**config.mk**
```make
export PLATFORM = sky130hd
export DESIGN_NAME = pixel_sequencer_flat
export DESIGN_NICKNAME = d
export VERILOG_FILES = /design/src/rtl/pixseq_pkg.sv /design/src/rtl/pixel_sequencer_if.sv /design/src/rtl/pixseq_watchdog.sv /design/src/rtl/pixel_sequencer.sv /design/src/flat_wrapper.sv
export SDC_FILE = /design/constraint.sdc
export NUM_CORES = 1
export LEC_CHECK = 0
export CAP_MARGIN = 10
export CORE_MARGIN = 1.5
export CORE_UTILIZATION = 47
export DETAILED_ROUTE_END_ITERATION = 10
export PLACE_DENSITY_LB_ADDON = 0.1
export SETUP_SLACK_MARGIN = 0.15
export SLEW_MARGIN = 5
export SYNTH_ARGS = -nofsm -noshare
export SYNTH_HDL_FRONTEND = slang
export SYNTH_SLANG_ARGS = --single-unit
```
**constraint.sdc**
```tcl
create_clock -name clk -period 5 [get_ports clk]
set_input_delay 1 -clock clk [delete_from_list [all_inputs] [get_ports clk]]
set_output_delay 1 -clock clk [all_outputs]
set_load 0.02 [all_outputs]
```
**src/rtl/pixseq_pkg.sv**
```systemverilog
// Shared types and defaults for the pixel sequencer: pixel width, FSM state encoding
// and the default frame geometry / watchdog limit.
package pixseq_pkg;

   localparam int unsigned PIX_W       = 12;
   localparam int unsigned DEF_IMG_W   = 160;
   localparam int unsigned DEF_IMG_H   = 120;
   localparam int unsigned DEF_ADDR_W  = 15;
   localparam int unsigned DEF_TIMEOUT = 4096;

   typedef logic [PIX_W-1:0] pix_t;

   typedef enum logic [2:0] {
      IDLE,
      FETCH,
      LOAD,
      PRESENT,
      WRITE,
      DRAIN
   } state_t;

endpackage

```
**src/rtl/pixel_sequencer_if.sv**
```systemverilog
// Pixel datapath bundle: shared ROM read port, processor handshake and framebuffer write port.
interface pixel_sequencer_if
   import pixseq_pkg::*;
#(
   parameter int unsigned ADDR_W = DEF_ADDR_W
);

   logic [ADDR_W-1:0] img_addr;
   pix_t              img_data;
   pix_t              wm_data;
   pix_t              image_pix;
   pix_t              water_pix;
   logic              waiting;
   logic              done;
   pix_t              regout_pix;
   logic              fb_we;
   logic [ADDR_W-1:0] fb_addr;
   pix_t              fb_data;

   modport master (
      output img_addr, image_pix, water_pix, waiting, fb_we, fb_addr, fb_data,
      input  img_data, wm_data, done, regout_pix
   );

   modport slave (
      input  img_addr, image_pix, water_pix, waiting, fb_we, fb_addr, fb_data,
      output img_data, wm_data, done, regout_pix
   );

endinterface

```
**src/rtl/pixseq_watchdog.sv**
```systemverilog
// Per-pixel watchdog: counts enabled cycles after a clear and raises expire (registered)
// once TIMEOUT cycles have been counted; holds expire until the next clear or reset.
module pixseq_watchdog
   import pixseq_pkg::*;
#(
   parameter int unsigned TIMEOUT = DEF_TIMEOUT
)(
   input  logic clk,
   input  logic rst,
   input  logic clear,
   input  logic enable,
   output logic expire
);

   localparam int unsigned CNT_W = $clog2(TIMEOUT + 1);

   logic [CNT_W-1:0] count;

   always_ff @(posedge clk) begin
      if (rst || clear) begin
         count  <= '0;
         expire <= 1'b0;
      end else if (enable && !expire) begin
         count  <= count + CNT_W'(1);
         expire <= (count + CNT_W'(1)) == CNT_W'(TIMEOUT);
      end
   end

endmodule

```
**src/rtl/pixel_sequencer.sv**
```systemverilog
// Pixel sequencer: walks a frame, fetching image/watermark pixels, handing them to an external
// processor and writing its result to the framebuffer. Option: PIXEL_SEQUENCER_TIMEOUT_EN.
module pixel_sequencer
   import pixseq_pkg::*;
#(
   parameter int unsigned IMG_W   = DEF_IMG_W,
   parameter int unsigned IMG_H   = DEF_IMG_H,
   parameter int unsigned ADDR_W  = DEF_ADDR_W,
   parameter int unsigned TIMEOUT = DEF_TIMEOUT
)(
   input  logic              clk,
   input  logic              rst,
   input  logic              start,
   pixel_sequencer_if.master bus,
   output logic              busy,
   output logic              frame_done,
   output logic              timeout_err
);

   localparam int unsigned       NUM_PIX  = IMG_W * IMG_H;
   localparam logic [ADDR_W-1:0] LAST_IDX = ADDR_W'(NUM_PIX - 1);

   // Scope that only exists for an unusable parameter set (frame larger than the address space, or zero timeout).
   if (TIMEOUT == 0 || (64'd1 << ADDR_W) < 64'(NUM_PIX)) begin : g_bad_config
   end

   state_t            state;
   logic [ADDR_W-1:0] index;

`ifdef PIXEL_SEQUENCER_TIMEOUT_EN
   logic wd_expire;

   pixseq_watchdog #(
      .TIMEOUT (TIMEOUT)
   ) u_watchdog (
      .clk    (clk),
      .rst    (rst),
      .clear  (state == LOAD),
      .enable (state == PRESENT),
      .expire (wd_expire)
   );
`else
   assign timeout_err = 1'b0;
`endif

   // Frame FSM; every output is registered alongside the state transition that implies it.
   always_ff @(posedge clk) begin
      if (rst) begin
         state         <= IDLE;
         index         <= '0;
         busy          <= 1'b0;
         frame_done    <= 1'b0;
         bus.img_addr  <= '0;
         bus.image_pix <= '0;
         bus.water_pix <= '0;
         bus.waiting   <= 1'b0;
         bus.fb_we     <= 1'b0;
         bus.fb_addr   <= '0;
         bus.fb_data   <= '0;
`ifdef PIXEL_SEQUENCER_TIMEOUT_EN
         timeout_err   <= 1'b0;
`endif
      end else begin
         bus.fb_we  <= 1'b0;
         frame_done <= 1'b0;
         case (state)
            IDLE: begin
               if (start) begin
                  state        <= FETCH;
                  index        <= '0;
                  bus.img_addr <= '0;
                  busy         <= 1'b1;
`ifdef PIXEL_SEQUENCER_TIMEOUT_EN
                  timeout_err  <= 1'b0;
`endif
               end
            end
            FETCH: state <= LOAD;
            LOAD: begin
               bus.image_pix <= bus.img_data;
               bus.water_pix <= bus.wm_data;
               bus.waiting   <= 1'b1;
               state         <= PRESENT;
            end
            PRESENT: begin
               if (bus.done) begin
                  bus.waiting <= 1'b0;
                  bus.fb_we   <= 1'b1;
                  bus.fb_addr <= index;
                  bus.fb_data <= bus.regout_pix;
                  state       <= WRITE;
               end
`ifdef PIXEL_SEQUENCER_TIMEOUT_EN
               else if (wd_expire) begin
                  bus.waiting <= 1'b0;
                  bus.fb_we   <= 1'b1;
                  bus.fb_addr <= index;
                  bus.fb_data <= bus.image_pix;
                  timeout_err <= 1'b1;
                  state       <= WRITE;
               end
`endif
            end
            WRITE: state <= DRAIN;
            // Hold here until the processor drops done so one result never produces two writes.
            DRAIN: begin
               if (!bus.done) begin
                  if (index == LAST_IDX) begin
                     frame_done   <= 1'b1;
                     busy         <= 1'b0;
                     index        <= '0;
                     bus.img_addr <= '0;
                     state        <= IDLE;
                  end else begin
                     index        <= index + ADDR_W'(1);
                     bus.img_addr <= index + ADDR_W'(1);
                     state        <= FETCH;
                  end
               end
            end
            default: begin
               busy        <= 1'b0;
               bus.waiting <= 1'b0;
               state       <= IDLE;
            end
         endcase
      end
   end

endmodule
```
**src/flat_wrapper.sv**
```systemverilog
// flat-port wrapper written by rule: the top's interface ports become plain ports
module pixel_sequencer_flat import pixseq_pkg::*;
#(
   parameter int unsigned IMG_W   = DEF_IMG_W,
   parameter int unsigned IMG_H   = DEF_IMG_H,
   parameter int unsigned ADDR_W  = DEF_ADDR_W,
   parameter int unsigned TIMEOUT = DEF_TIMEOUT
)
  (clk, rst, start, busy, frame_done, timeout_err, bus_img_addr, bus_image_pix, bus_water_pix, bus_waiting, bus_fb_we, bus_fb_addr, bus_fb_data, bus_img_data, bus_wm_data, bus_done, bus_regout_pix);
  pixel_sequencer_if #(.ADDR_W(ADDR_W)) bus_i ();
  input  logic clk;
  input  logic rst;
  input  logic start;
  output logic busy;
  output logic frame_done;
  output logic timeout_err;
  output wire logic [$bits(bus_i.img_addr)-1:0] bus_img_addr;
  output wire logic [$bits(bus_i.image_pix)-1:0] bus_image_pix;
  output wire logic [$bits(bus_i.water_pix)-1:0] bus_water_pix;
  output wire logic [$bits(bus_i.waiting)-1:0] bus_waiting;
  output wire logic [$bits(bus_i.fb_we)-1:0] bus_fb_we;
  output wire logic [$bits(bus_i.fb_addr)-1:0] bus_fb_addr;
  output wire logic [$bits(bus_i.fb_data)-1:0] bus_fb_data;
  input wire logic [$bits(bus_i.img_data)-1:0] bus_img_data;
  input wire logic [$bits(bus_i.wm_data)-1:0] bus_wm_data;
  input wire logic [$bits(bus_i.done)-1:0] bus_done;
  input wire logic [$bits(bus_i.regout_pix)-1:0] bus_regout_pix;
  assign bus_img_addr = bus_i.img_addr;
  assign bus_image_pix = bus_i.image_pix;
  assign bus_water_pix = bus_i.water_pix;
  assign bus_waiting = bus_i.waiting;
  assign bus_fb_we = bus_i.fb_we;
  assign bus_fb_addr = bus_i.fb_addr;
  assign bus_fb_data = bus_i.fb_data;
  assign bus_i.img_data = bus_img_data;
  assign bus_i.wm_data = bus_wm_data;
  assign bus_i.done = bus_done;
  assign bus_i.regout_pix = bus_regout_pix;
  pixel_sequencer #(.IMG_W(IMG_W), .IMG_H(IMG_H), .ADDR_W(ADDR_W), .TIMEOUT(TIMEOUT)) u_core (.clk(clk), .rst(rst), .start(start), .bus(bus_i), .busy(busy), .frame_done(frame_done), .timeout_err(timeout_err));
endmodule
```
==> flow_summary.toml <==
[run_status]
outcome = "complete, no violations"

[placed_design]
hpwl_mm = 4.36
port_buffers = 109
placed_area_um2 = 3930
pre_cts_ws_ns = 1.89
place.gp.congestion = 0.815
numPlacedInstances = 502

[sta]
slew_headroom = 0.191
finalClockSkew_ns = 0.00644
timing.fmax_mhz = 360
finalCritPeriodShare = 0.555
fin_crit_ns = 2.78
rsz0062_at_grt = "no"
layout_setup_ws_ns = 2.22
setup-tns-final_ns = 0
worst_slew_pin_slew_ns = 1.21
slew_viol_final = 0
setup_viol = 0
hold_slack_ns = 0.453
hold_viol = 0

[critical_path]
r2r-end = "u_core.index[3]$_SDFFE_PP0P_"
path_max_fanout = 13
worstSetupStartpointType = "input port"
crit_type = "input port to flop"
reg2reg_depth = 5
crit_arrival_ns = 2.96
worst-endpoint-required_ns = 5.18
reg2reg_setup_slack_ns = 2.43
r2r-start = "u_core.index[1]$_SDFFE_PP0P_"
startpoint = "start"
cp-end-kind = "flop"

[route]
ant_nets = 0
wirelength_mm = 6.92
drtPass1Iterations = 4
wl_per_cell_um = 13.4
drc = 0
num_vias = 2642
initialDrtViolationCount = 122
viasPerCell = 5.10

[logic_synthesis]
synth-async-reset-ratio = 0
synth_top_area_share = 0.514
ys.flop_type = "dfxtp_1"
avgSynthCellArea_um2 = 8.34
yosys_warnings = 0
syn_area_um2 = 2840
synthCells = 341
synth_top_cells_by_area = "dfxtp_1 (51%), nand2_1 (14%), a21oi_1 (9.7%), xor2_1 (2.8%), clkbuf_1 (2.4%)"
synth.largest_area_cell = "dfxtp_1"
synth-seq-cells = 73
synth-seq-area-share = 0.514
synth_edf_count = 0
synth_cell_types = 38
syn_nets = 382

[grt]
grt_max_degree = 74
grt_pass1_vias = 2414
grt_usage = 0.214
antenna_found_initial = 0
grt_pass1_wl_mm = 10.9
grt_overflow = 0

[cells_and_area]
utilization = 0.703
finalNonFillerCells = 518
syn2layout_area_growth_pct = 45.6
final_cell_area_um2 = 4140
drive_gt1_frac = 0.0609
final_nets = 479
diodes = 0

[min_path]
hold_end = "u_core.bus.fb_data[9]$_SDFFE_PP0P_"
min_from = "u_core.bus.fb_data[9]$_SDFFE_PP0P_"
hold_path_depth = 2
hold_class = "flop to flop"

[power]
p_leak_nw = 1.38
vdd_drop_max_mv = 0.202
pwr_density_cell_nw_per_um2 = 299
power_mw = 1.24

[clocking]
path_clk_slew_ns = 0.07
numCtsBuffers = 9
clkSinkCount = 73
cts_root_buffer = "clkbuf_8"
ctsResizeCount = 0
cts_buffer_depth = 2
clk_latency_ns = 0.33
cts_setup_buffers = 0
htreeDepth = 3
cts_tree = "yes"
holdBufCountCts = 0

[floorplanning]
fp.dieH_um = 80.8
core-area_um2 = 5890
ios = 111
die_area_um2 = 6520
core.rowCount = 28
start_util = 0.483
die_x_um = 80.8

[job]
cap_viol_max_count = 0
-- power breakdown --
part | leakage [nW] | internal, mW | switching [mW]
clock | 0.107 | 0.271 | 0.200
sequential | 0.591 | 0.600 | 0.0133
combinational | 0.687 | 0.0720 | 0.0809
-- sequential cells by signal, indices dropped and copies added (netlist names) --
register              count
u_core.bus.fb_addr       15
u_core.bus.water_pix     12
u_core.bus.fb_data       12
u_core.index             15
u_core.state              3
u_core.bus.waiting        1
u_core.busy               1
u_core.frame_done         1
u_core.bus.image_pix     12
u_core.bus.fb_we          1
-- cell type report --
type / instances / area [um^2]
clock buffer: 14 / 173
clock inverter: 2 / 35.0
fill: 491 / 1750
inverter: 2 / 7.51
multi-input combinational: 241 / 1270
sequential: 73 / 1460
tap: 75 / 93.8
timing repair buffer: 111 / 1100
-- cells by family after synthesis --
| family | after synthesis | share of synthesized area |
|---|---|---|
| flip-flops | 73 | 0.514 |
| adder cells (fa/ha/maj) | 1 | 0.00440 |
| other | 1 | 0.00132 |
| XOR/XNOR | 9 | 0.0277 |
| AO/OA/AOI/OAI | 81 | 0.173 |
| buffers and inverters | 27 | 0.0431 |
| AND/OR/NAND/NOR | 149 | 0.237 |
-- cell usage after synthesis (3+ instances only) --
cell type	instances
o21ai_0	3
a21oi_1	55
clkbuf_1	18
dfxtp_1	73
xor2_1	9
o211ai_1	3
nor2_1	9
a211oi_1	3
o31ai_1	3
nand2_1	107
o2111ai_1	5
or4_1	3
buf_4	5
nor3_1	10
a211oi_2	3
-- worst max-delay path, stage by stage --
cell	delay, ns
clkdlybuf4s50_1	0.48
nor4b_4	0.55
nor2_1	0.16
a31oi_2	0.64
nor3_1	0.12
-- routing by layer --
metal / routed length, um / vias up / part of all wire / GRT usage
met5: 0 / - / 0 / 0
met3: 482 / 7 / 0.070 / 0.0562
met2: 3190 / 76 / 0.46 / 0.355
met1: 3190 / 1210 / 0.46 / 0.264
met4: 62 / 0 / 0.0090 / 0.0828
li1: - / 1349 / - / -
-- cells in the final DEF (no fill, tap or decap), types with 3 or more instances in the layout --
cell / count
a211oi_1: 3
a211oi_2: 3
a21oi_1: 55
clkbuf_8: 12
clkdlybuf4s50_1: 108
dfxtp_1: 73
nand2_1: 107
nor2_1: 8
nor3_1: 9
o2111ai_1: 5
o211ai_1: 3
o21ai_0: 3
o31ai_1: 3
or4_1: 3
xor2_1: 9
-- worst max-delay path by stage --
stage                     depth (start not counted)  slack (ns)                            end
after global placement                            5        1.95   u_core.index[3]$_SDFFE_PP0P_
after global routing                              5        2.07   u_core.index[2]$_SDFFE_PP0P_
after detailed placement                          5        1.89   u_core.index[3]$_SDFFE_PP0P_
final                                             5        2.22   u_core.index[3]$_SDFFE_PP0P_
after CTS                                         5        2.26   u_core.index[3]$_SDFFE_PP0P_
after floorplan                                   4        2.78  u_core.index[11]$_SDFFE_PP0P_
Note: power is estimated with default switching activity, not from simulation.
